===== src/rtl/result_page_scanner.sv =====
// Result page scanner: snapshots an ALU result and its flags, then pages the
// snapshot onto an 8-bit LED bank, either by switch or on an auto-scan timer.
module result_page_scanner #(
  parameter int DATA_W = 32,
  parameter int DWELL  = 50000000,
  localparam int NPAGE = DATA_W / 8 + 1,
  localparam int SEL_W = $clog2(NPAGE)
) (
  input  logic              clk,
  input  logic              rst_n,
  input  logic              load,
  input  logic [DATA_W-1:0] F,
  input  logic              OF,
  input  logic              ZF,
  input  logic              CF,
  input  logic              SF,
  input  logic              mode,
  input  logic [SEL_W-1:0]  sel,
  output logic [7:0]        LED,
  output logic [SEL_W-1:0]  page
);

  localparam int NBYTE = DATA_W / 8;
  localparam int CNT_W = (DWELL > 1) ? $clog2(DWELL) : 1;
  localparam logic [SEL_W-1:0] LAST_PAGE = SEL_W'(NPAGE - 1);
  localparam logic [CNT_W-1:0] LAST_CNT  = CNT_W'(DWELL - 1);

  logic [DATA_W-1:0] data_q;
  logic [3:0]        flags_q;
  logic [CNT_W-1:0]  cnt_q;
  logic [CNT_W-1:0]  cnt_d;
  logic [SEL_W-1:0]  page_d;
  logic [7:0]        led_d;

  // Snapshot, dwell counter, page and LED registers
  always_ff @(posedge clk or negedge rst_n) begin
    if (!rst_n) begin
      data_q  <= '0;
      flags_q <= '0;
      cnt_q   <= '0;
      page    <= '0;
      LED     <= '0;
    end else begin
      if (load) begin
        data_q  <= F;
        flags_q <= {OF, ZF, CF, SF};
      end
      cnt_q <= cnt_d;
      page  <= page_d;
      LED   <= led_d;
    end
  end

  // Manual mode saturates the request onto the flag page and parks the
  // counter at zero, so a switch to auto always starts with a full dwell.
  always_comb begin
    cnt_d  = '0;
    page_d = page;
    if (mode) begin
      if (cnt_q == LAST_CNT) begin
        page_d = (page == LAST_PAGE) ? '0 : page + SEL_W'(1);
      end else begin
        cnt_d = cnt_q + CNT_W'(1);
      end
    end else begin
      page_d = (sel > LAST_PAGE) ? LAST_PAGE : sel;
    end
  end

  // Decode the current page; anything that is not a byte page shows flags
  always_comb begin
    led_d = {flags_q[2], flags_q[0], flags_q[1], 4'b0000, flags_q[3]};
    for (int p = 0; p < NBYTE; p++) begin
      if (page == SEL_W'(p)) led_d = data_q[8*p +: 8];
    end
  end

endmodule


===== config.mk =====
export PLATFORM = sky130hd
export DESIGN_NAME = result_page_scanner
export DESIGN_NICKNAME = d
export VERILOG_FILES = /design/src/rtl/result_page_scanner.sv
export SDC_FILE = /design/constraint.sdc
export NUM_CORES = 1
export LEC_CHECK = 0
export CORE_MARGIN = 1.5
export CORE_UTILIZATION = 30
export CTS_BUF_LIST = sky130_fd_sc_hd__clkbuf_4
export DETAILED_ROUTE_END_ITERATION = 16
export MAX_ROUTING_LAYER = met4
export REMOVE_ABC_BUFFERS = 1
export SLEW_MARGIN = 20
export SYNTH_ARGS = -nofsm -noshare
export SYNTH_HDL_FRONTEND = slang
export SYNTH_SLANG_ARGS = --single-unit

===== constraint.sdc =====
create_clock -name clk -period 3 [get_ports clk]
set_clock_uncertainty 0.05 [all_clocks]
set_input_delay 0.3 -clock clk [delete_from_list [all_inputs] [get_ports clk]]
set_output_delay 0.3 -clock clk [all_outputs]
set_load 0.01 [all_outputs]

==> metrics.md, run 1 <==
| Metric | Value |
|---|---|
| Top cell family by delay on the critical path | `flip-flops` |
| Cells after Synth | `307` |
| Worst Max-Slew Pin Slew | `0.927 ns` |
| Leading area contributor after synthesis | `dfrtp_1` |
| Clk Latency, worst-skew pair | `0.42 ns` |
| Max-cap violation count | `0` |
| Synth Warn # | `0` |
| Setup bufs post-CTS | `0` |
| Wire length per cell | `14.1 um` |
| Fin. max-slew vios | `0` |
| Fin worst setup slack | `0.839 ns` |
| Chip height | `110 um` |
| Fin. Hold Viols | `0` |
| Worst slack, placed | `0.961 ns` |
| Syn Area/Cell | `11.2 sq um` |
| Post_cts resized | `0` |
| Clock root cell | `clkbuf_4` |
| Via density | `5.00` |
| Total GRT Usage | `13.1%` |
| Antenna cells | `0` |
| Sequential fraction of the synthesis area | `53.2%` |
| GRT overflow | `0` |
| Top_reg_cell synth | `dfrtp_1` |
| Slew margin rel. | `38.2%` |
| Filler cells | `1,097` |
| I/O Pins | `54` |
| Remaining DRCs | `0` |
| Initial antenna violation count | `0` |
| Fin crit period | `2.16 ns` |
| Util after Layout | `38.7%` |
| RSZ-0062 raised after global routing | `no` |
| Port Buffer Count | `53` |
| # H-tree levels | `3` |
| Netlist Area Pre-Place | `0.00343 sq mm` |
| Die width | `110 um` |
| Critical-path cell list | `clkdlybuf4s50_1` |
| WL final | `7070 um` |
| Worst hold path type | `flop to flop` |
| Ys async rst share | `100%` |
| Vias in the first global route | `2,465` |
| Vias | `2,508` |
| Pwr Total | `0.00209 W` |
| Die area | `0.0121 sq mm` |
| Critical Path AT | `1.81 ns` |
| Row Count | `38` |
| Share of cells above drive strength 1 | `16.0%` |
| Critical path buffers and inverters | `1` |
| Clock transition at path regs | `0.12 ns` |
| Setup TNS | `0 ns` |
| CTS Buffer Depth | `2` |
| Worst path max stage delay | `0.75 ns` |
| Fmax | `0.463 GHz` |
| Sink Count | `73` |
| WS Path Type | `flop to output port` |
| Initial Util | `31.3%` |
| Most frequent cell after synthesis | `dfrtp_1` |
| GP Congestion | `0.797` |
| Worst vdd ir | `200 uV` |
| Total CTS buffers | `9` |
| CTS tree | `yes` |
| Largest net degree at the start of global routing | `74` |
| CP endpoint kind | `output port` |
| Final setup viols | `0` |
| Fin nets | `406` |
| Global-route wire length before repair | `11,900 um` |
| Core ar. | `0.0110 sq mm` |
| First-pass detailed-route iteration total | `4` |
| Worst-path maximum fanout | `19` |
| Part of the cycle the worst path needs | `72.0%` |
| Post-route ant nets | `0` |
| Post-synth EDFFs | `0` |
| Layout area overhead | `23.8%` |
| Number of library cell types mapped by synthesis | `39` |
| Post-synthesis register bit count | `73` |
| Worst Path Required | `2.65 ns` |
| Area contributors post-synth | `dfrtp_1 (53%), mux2_2 (12%), xor2_1 (2.6%)` |
| Crit-path slowest cell | `dfrtp_1` |
| Post-DP HPWL | `4870 um` |
| Number of DRC markers in iteration 0 | `89` |
| Non-filler cells, final | `502` |
| Leak | `1.71 nW` |
| Startpoint Class | `flop` |
| Status | `completed` |
| Synth top cells by count | `dfrtp_1 (73), mux2_2 (36), nand2_1 (19), nor2_1 (17), o21ai_0 (16)` |
| Power Density | `491 mW/mm^2` |
| Synth top area share | `53.2%` |
| Post-Place Cells | `485` |
==> report_power, final <==
group | switching [W] | internal [W]
Sequential | 0.0000417 | 0.00105
Clock | 0.000361 | 0.000338
Combinational | 0.000121 | 0.000170
Total | 0.000524 | 0.00156
==> sequential cells by signal, summed over array words and instances (netlist names) <==
register / count
LED: 8
cnt_q: 26
flags_q: 4
data_q: 32
page: 3
==> final cells by class <==
cell class	count	area [sq um]	share of cell area [%]
Tap cell	140	175	4.12
Timing Repair Buffer	56	553	13.0
Sequential cell	73	1830	43.0
Clock inverter	7	93.8	2.21
Inverter	6	22.5	0.530
Clock buffer	9	67.6	1.59
Multi-Input combinational cell	211	1510	35.6
==> kinds of logic (layout without fill, tap and decap cells) <==
logic type / count (synthesis) / after routing / synth area share, %
AND/OR/NAND/NOR: 98 / 98 / 15.8
flip-flops: 73 / 73 / 53.2
AO/OA/AOI/OAI: 59 / 59 / 11.2
multiplexers: 36 / 36 / 11.8
buffers and inverters: 23 / 78 / 2.81
XOR/XNOR: 12 / 12 / 3.06
adder cells (fa/ha/maj): 6 / 6 / 2.19
==> cell usage in the layout, fill, tap and decap left out, drive strengths merged <==
| master | instances |
|---|---|
| a311o | 2 |
| dfrtp | 73 |
| nand4 | 10 |
| o31ai | 9 |
| a31oi | 1 |
| mux2 | 36 |
| bufinv | 2 |
| a2111o | 1 |
| or4 | 6 |
| dlygate4sd3 | 1 |
| clkinv | 3 |
| ha | 6 |
| clkbuf | 9 |
| nand3 | 9 |
| and2 | 3 |
| nor3b | 6 |
| or2 | 3 |
| nor2 | 17 |
| nand2 | 19 |
| nor4b | 1 |
| clkdlybuf4s50 | 52 |
| clkinvlp | 1 |
| xnor2 | 2 |
| a21oi | 12 |
| and4 | 3 |
| or3 | 7 |
| nor3 | 1 |
| a22o | 4 |
| o21ai | 17 |
| nor2b | 7 |
| buf | 3 |
| and3 | 5 |
| nor4 | 1 |
| o21bai | 4 |
| inv | 7 |
| xor2 | 10 |
| a22oi | 8 |
| a2111oi | 1 |
==> timing repair <==
action,in CTS,in global routing
setup endpoints to repair,0,0
hold endpoints to repair,42,0
hold buffers,1,0
==> layer usage <==
layer / wire length [um] / GRT usage [%] / vias up
li1: - / - / 1223
met1: 3240 / 16.2 / 1234
met2: 3410 / 21.2 / 41
met3: 315 / 2.76 / 10
met4: 110 / 4.45 / 0
met5: 0 / - / -
==> through the flow <==
step / cell area, sq um / hold WS, ns
floorplan: 3360 / -0.0456
global placement: 4080 / 0.386
detailed placement: 4080 / 0.403
CTS: 4250 / 0.413
global route: 4250 / 0.407
finish: 4250 / 0.419
==> worst paths after layout <==
path                       slack [ns]  depth (start not counted)        end  startpoint
setup / recovery                 0.84                          1    page[2]     page[2]
hold / removal                   0.42                          1   cnt_q[0]    cnt_q[0]
setup reg to reg                 0.93                          5    page[0]    cnt_q[0]
hold reg to reg                  0.42                          1   cnt_q[0]    cnt_q[0]
max in group asynchronous        1.81                          2  data_q[1]       rst_n
min in group asynchronous        0.48                          2  cnt_q[10]       rst_n
(Power assumes the default switching activity.)
==> inputs of run 2 (changes only) <==
==> constraint.sdc (replaced) <==
create_clock -name clk -period 1.9 [get_ports clk]
set_clock_uncertainty 0.05 [all_clocks]
set_input_delay 0.19 -clock clk [delete_from_list [all_inputs] [get_ports clk]]
set_output_delay 0.19 -clock clk [all_outputs]
set_load 0.01 [all_outputs]
==> run 2 against run 1 <==
Compared with the run above: the flow now finishes with violations (negative setup slack); register-to-register slack worse by 0.96 ns; count of clock-buffer cells in the layout stayed put; total power is 51% higher; critical path depth is 4 higher; non-clock buffer count is 32 higher; largest cell class unchanged; largest power group unchanged.
==> metrics.md, run 2 (synthesis results as in run 1) <==
| Metric | Value |
|---|---|
| Worst hold path type | `input pin to asynchronous set/reset pin` |
| Setup TNS | `-0.0574 ns (-0.0574 ns)` |
| Multi-input logic area | `0.00155 sq mm (+2.6%)` |
| Non-filler cells, final | `534 (+6.4%)` |
| Global-route wire length before repair | `12,300 um (+3.1%)` |
| # H-tree levels | `3 (unchanged)` |
| I/O Pins | `54 (unchanged)` |
| CP endpoint kind | `flop` |
| Post-Route M1 WL | `3430 um (+6.0%)` |
| Power Density | `697 mW/mm^2 (+42%)` |
| Fin worst setup slack | `-0.0339 ns (-0.873 ns)` |
| Sw frac | `28.4% (+3.3 points)` |
| Post-Place Cells | `514 (+6.0%)` |
| Part of the cycle the worst path needs | `102%` |
| Layout area overhead | `31.5%` |
| Post-DP HPWL | `5480 um (+13%)` |
| Sequential cell area | `0.00183 sq mm (about the same)` |
| Worst Path Required | `2.15 ns (-0.50 ns)` |
| FF-to-FF Start | `cnt_q[0]` |
| Number of DRC markers in iteration 0 | `127 (+43%)` |
| Die width | `110 um (unchanged)` |
| Clk Latency, worst-skew pair | `0.43 ns (about the same)` |
| Fin Hold WS | `0.150 ns (-0.270 ns)` |
| Metal3 WL | `375 um (+19%)` |
| Initial antenna violation count | `0 (unchanged)` |
| WS Path Type | `flop to flop` |
| Worst-path maximum fanout | `3 (-16)` |
| Fin. max-slew vios | `0 (unchanged)` |
| Total GRT Usage | `13.5% (+0.45 points)` |
| Leak | `1.86 nW (+8.6%)` |
| Final setup viols | `2 (+2)` |
| Initial Util | `31.3% (unchanged)` |
| Clock root cell | `clkbuf_4` |
| Critical Path AT | `2.18 ns (+0.37 ns)` |
| Max-cap violation count | `0 (unchanged)` |
| Row Count | `38 (unchanged)` |
| Post-route ant nets | `0 (unchanged)` |
| Sink Count | `73 (unchanged)` |
| Total CTS buffers | `9 (unchanged)` |
| Fin crit period | `1.93 ns` |
| Share of cells above drive strength 1 | `25.4% (+9.4 points)` |
| Slew margin rel. | `72.0% (+34 points)` |
| CP endpoint | `page[0]` |
| Path depth of the worst reg2reg path | `5 (unchanged)` |
| First-pass detailed-route iteration total | `4 (unchanged)` |
| WL final | `7440 um (+5.2%)` |
| Worst Max-Slew Pin Slew | `0.418 ns (-0.509 ns)` |
| Leading cell type in the layout, fill and taps excluded | `dfrtp_1` |
| Clock power frac | `29.1% (-4.4 points)` |
| Worst vdd ir | `330 uV (+65%)` |
| GP Congestion | `0.794 (-0.43%)` |
| Status | `finished with violations` |
| Core ar. | `0.0110 sq mm (unchanged)` |
| Internal | `0.00225 W (+44%)` |
| Vias | `2,590 (+3.3%)` |
| Worst Setup SP | `cnt_q[0]` |
| Port Buffer Count | `53 (unchanged)` |
| Vias in the first global route | `2,608 (+5.8%)` |
| Max FFs per register | `32 (unchanged)` |
| Register-to-register setup slack | `-0.03 ns (-0.96 ns)` |
| Chip height | `110 um (unchanged)` |
| Sw Pwr | `0.000895 W (+71%)` |
| Remaining DRCs | `0 (unchanged)` |
| CTS Buffer Depth | `2 (unchanged)` |
| Routed wl met2 | `3550 um (+4.3%)` |
| Filler cells | `1,067 (-2.7%)` |
| Largest net degree at the start of global routing | `37 (-50%)` |
| Fmax | `0.517 GHz` |
| Fin nets | `438 (+7.9%)` |
| Die area | `0.0121 sq mm (unchanged)` |
| Wire length per cell | `13.9 um (-1.1%)` |
| CTS tree | `yes` |
| Top sig layer | `met4` |
| Fin. Hold Viols | `0 (unchanged)` |
| Most frequent cells in the layout | `dfrtp_1 (72), clkdlybuf4s50_1 (52), mux2_2 (36)` |
| Largest regs | `data_q: 32 flops, cnt_q: 26 flops, LED: 8 flops` |
| Share of power burned in registers | `54.8% (+2.2 points)` |
| Pwr Total | `0.00315 W (+51%)` |
| Clock transition at path regs | `0.14 ns (+0.02 ns)` |
| R2R Path End | `page[0]` |
| GRT overflow | `0 (unchanged)` |
| RSZ-0062 raised after global routing | `yes` |
| Violated checks | `negative setup slack` |
| Combinational share of power | `16.1% (+2.2 points)` |
| Antenna cells | `0 (unchanged)` |
| Startpoint Class | `flop` |
| Via density | `4.85 (-2.9%)` |
| Largest register by flop count | `data_q` |
## run 2: changes by cell type in the layout (fill, tap and decap cells not counted), sizes merged
cell	delta
inv	+3
clkinv	-3
buf	+32
clkinvlp	+2
bufinv	-2
## run 2: layout make-up
class	count	area share (%)
repair buffers	88	18.0
well taps	140	3.88
flip-flops and latches	73	40.5
multi-input cells	211	34.3
inverters	6	0.499
clock inverters	7	1.33
clock buffers	9	1.50
## run 2: metrics by stage
stage | area [sq um] | worst slack (ns) | utilization [%]
2_1_floorplan | 3360 | -0.414 | -
3_3_place_gp | 4310 | 0.00677 | 39.2
3_5_place_dp | 4310 | -0.0502 | 39.2
4_1_cts | 4460 | -0.0736 | 40.6
5_1_grt | 4520 | -0.0882 | 41.1
6_report | 4520 | -0.0339 | 41.1
## run 2: what timing repair did
| item | 4_1_cts | 5_1_grt |
|---|---|---|
| endpoints found under the hold margin | 51 | 0 |
| pin swaps | 2 | 8 |
| gates resized for setup | 2 | 11 |
| gates cloned | 0 | 0 |
| buffers inserted | 1 | 2 |
| endpoints found under the setup margin | 2 | 21 |
| hold buffers | 1 | 0 |
## run 2: metal layers
| metal | track usage, % | vias to the layer above |
|---|---|---|
| li1 | - | 1292 |
| met1 | 17.1 | 1250 |
| met2 | 21.6 | 40 |
| met3 | 3.59 | 8 |
| met4 | 3.62 | 0 |
| met5 | - | - |
## run 2: how the worst min path moves through the flow
stage	cells after the start	slack, ns	startpoint	to
after floorplan	0	-0.16	rst_n	LED[0]
after global placement	1	0.1	rst_n	data_q[4]
after detailed placement	1	0.10	rst_n	data_q[4]
after CTS	2	0.15	rst_n	data_q[4]
after global routing	2	0.16	rst_n	data_q[4]
final	2	0.15	rst_n	data_q[4]
## run 2: power groups by stage
stage	Clock, W	Sequential, W	Combinational [W]
3_5_place_dp	0	0.00176	0.000506
2_1_floorplan	0	0.00176	0.000202
4_1_cts	0.000946	0.00173	0.000510
5_1_grt	0.00101	0.00174	0.000560
6_report	0.000917	0.00172	0.000508
3_3_place_gp	0	0.00175	0.000501
## run 2: critical path: stages, from the launching register on
cell,delay [ns]
dfrtp_1,0.38
ha_2,0.18
nand3_1,0.07
or4_4,0.55
or2_4,0.28
a311o_1,0.31
==> inputs of run 3 (changes only) <==
--- a/config.mk
+++ b/config.mk
@@ -9,6 +9,8 @@
 export CORE_UTILIZATION = 30
 export CTS_BUF_LIST = sky130_fd_sc_hd__clkbuf_4
 export DETAILED_ROUTE_END_ITERATION = 16
+export GPL_TIMING_DRIVEN = 0
+export HOLD_SLACK_MARGIN = 0.03
 export MAX_ROUTING_LAYER = met4
 export REMOVE_ABC_BUFFERS = 1
 export SLEW_MARGIN = 20
==> constraint.sdc (replaced) <==
create_clock -name clk -period 2.1 [get_ports clk]
set_clock_uncertainty 0.05 [all_clocks]
set_input_delay 0.21 -clock clk [delete_from_list [all_inputs] [get_ports clk]]
set_output_delay 0.21 -clock clk [all_outputs]
set_load 0.01 [all_outputs]
==> run 3 against run 2 <==
Compared with the run above: the flow now finishes without violations; cell area is 4.1% lower; largest cell class unchanged; cell count is 4.9% lower; non-clock buffer count shrank 25; routed wire length is 4.0% lower; global-route usage shrank 0.40 points; flip-flop and latch count did not move; sequential power fell by 9%; die area unchanged; count of clock-buffer cells in the layout is 3 higher; worst hold slack better by 0.020 ns; total power shrank 13%; clock power is 19% lower.
==> metrics.md, run 3 (synthesis results as in run 1) <==
| Metric | Value |
|---|---|
| Status | `completed` |
| CTS Buffer Depth | `2 (unchanged)` |
| WL final | `7150 um (-4.0%)` |
| Initial Util | `31.3% (unchanged)` |
| WS Path Type | `flop to flop` |
| Leak | `1.75 nW (-5.9%)` |
| Fin. max-slew vios | `0 (unchanged)` |
| Worst hold path type | `input pin to asynchronous set/reset pin` |
| RSZ-0062 raised after global routing | `yes` |
| Post-Place Cells | `486 (-5.4%)` |
| CP endpoint kind | `flop` |
| Post-DP HPWL | `5020 um (-8.4%)` |
| Post-route ant nets | `0 (unchanged)` |
| Core ar. | `0.0110 sq mm (unchanged)` |
| Total CTS buffers | `9 (unchanged)` |
| Die area | `0.0121 sq mm (unchanged)` |
| Antenna cells | `0 (unchanged)` |
| Util after Layout | `39.5% (-1.7 points)` |
| Largest net degree at the start of global routing | `52 (+41%)` |
| Share of cells above drive strength 1 | `19.0% (-6.4 points)` |
| Setup TNS | `0 ns (+0.0574 ns)` |
| Global-route wire length before repair | `11,900 um (-3.4%)` |
| Total GRT Usage | `13.1% (-0.40 points)` |
| Max-cap violation count | `0 (unchanged)` |
| Fmax | `0.490 GHz (-5.2%)` |
| Remaining DRCs | `0 (unchanged)` |
| GP Congestion | `0.713 (-10%)` |
| First-pass detailed-route iteration total | `5 (+1)` |
| Clk Latency, worst-skew pair | `0.42 ns (about the same)` |
| CTS tree | `yes` |
| Critical Path AT | `2.30 ns (+0.12 ns)` |
| Worst slack, placed | `-0.133 ns (-0.0832 ns)` |
| Fin. Hold Viols | `0 (unchanged)` |
| Worst Max-Slew Pin Slew | `0.471 ns (+0.0533 ns)` |
| Worst vdd ir | `272 uV (-17%)` |
| Clock transition at path regs | `0.11 ns (-0.03 ns)` |
| Wire length per cell | `14.1 um (+0.95%)` |
| # H-tree levels | `3 (unchanged)` |
| Leading cell type in the layout, fill and taps excluded | `dfrtp_1` |
| Pwr Total | `0.00274 W (-13%)` |
| Fin crit period | `2.04 ns (+0.107 ns)` |
| Sink Count | `73 (unchanged)` |
| Initial antenna violation count | `0 (unchanged)` |
| Part of the cycle the worst path needs | `97.2% (-4.6 points)` |
| Fin worst setup slack | `0.0593 ns (+0.0932 ns)` |
| Row Count | `38 (unchanged)` |
| Fin nets | `413 (-5.7%)` |
| Startpoint Class | `flop` |
| Vias | `2,529 (-2.4%)` |
| Vias in the first global route | `2,429 (-6.9%)` |
| Die width | `110 um (unchanged)` |
| Slew margin rel. | `68.6% (-3.5 points)` |
| Power Density | `633 mW/mm^2 (-9.2%)` |
| Clock root cell | `clkbuf_4` |
| Worst-path maximum fanout | `6 (+3)` |
| GRT overflow | `0 (unchanged)` |
| Non-filler cells, final | `508 (-4.9%)` |
| Largest regs | `data_q: 32 flops, cnt_q: 26 flops, LED: 8 flops` |
| Most frequent cells in the layout | `dfrtp_1 (71), clkdlybuf4s50_1 (51), mux2_2 (36)` |
| Largest register by flop count | `data_q` |
| Layout area overhead | `26.2%` |
| Via density | `4.98 (+2.6%)` |
| Worst Path Required | `2.36 ns (+0.21 ns)` |
| Final setup viols | `0 (-2)` |
| Number of DRC markers in iteration 0 | `129 (+1.6%)` |
| Port Buffer Count | `53 (unchanged)` |
| Max FFs per register | `32 (unchanged)` |
| I/O Pins | `54 (unchanged)` |
| Chip height | `110 um (unchanged)` |
[run 3: what timing repair did]
action | 4_1_cts | 5_1_grt
setup endpoints to repair | 15 | 6
pin swaps | 1 | 1
hold buffers | 1 | 0
endpoints found under the hold margin | 73 | 0
buffers inserted | 3 | 3
gates resized for setup | 2 | 3
[run 3: report_power, final]
| group | switching [W] | total (W) | internal, W |
|---|---|---|---|
| sequential | 0.0000604 | 0.00157 | 0.00151 |
| clock | 0.000466 | 0.000742 | 0.000276 |
| combinational | 0.000175 | 0.000432 | 0.000257 |
[run 3: layout make-up]
cell class                 instances  area [sq um]
tap                              140           175
multi-input combinational        211          1540
clock inverter                     3          18.8
fill                            1088          6650
sequential                        73          1830
clock buffer                      12          90.1
inverter                           6          22.5
timing repair buffer              63           662
[run 3: worst max-delay path, cell delays in order (launching register included)]
cell and delay (ns):
dfrtp_1 0.41, ha_4 0.18, nand3_1 0.08, or4_4 0.58, or2_1 0.27, a311o_1 0.36
[run 3: layer usage]
layer,vias up,share of wire [%],global-route usage [%]
li1,1229,-,-
met1,1236,46,16.8
met2,54,48,20.3
met3,10,5.0,3.47
met4,0,1.4,4.17
met5,-,0,-
[run 3: path summary, 6_finish.rpt]
check                             end  startpoint  slack (ns)  cells after the start
max                           page[1]    cnt_q[0]        0.06                      5
min                          cnt_q[7]       rst_n        0.17                      2
max reg2reg                   page[1]    cnt_q[0]        0.06                      5
min reg2reg                    LED[5]  data_q[29]        0.44                      2
max in group asynchronous   data_q[9]       rst_n        1.27                      3
min in group clk           data_q[29]        load        0.22                      2
[run 3: metrics by stage]
| step | area, sq um | hold slack, ns |
|---|---|---|
| global route | 4330 | 0.170 |
| CTS | 4300 | 0.162 |
| floorplan | 3360 | -0.136 |
| finish | 4330 | 0.170 |
| global placement | 4070 | 0.388 |
| detailed placement | 4120 | 0.0828 |
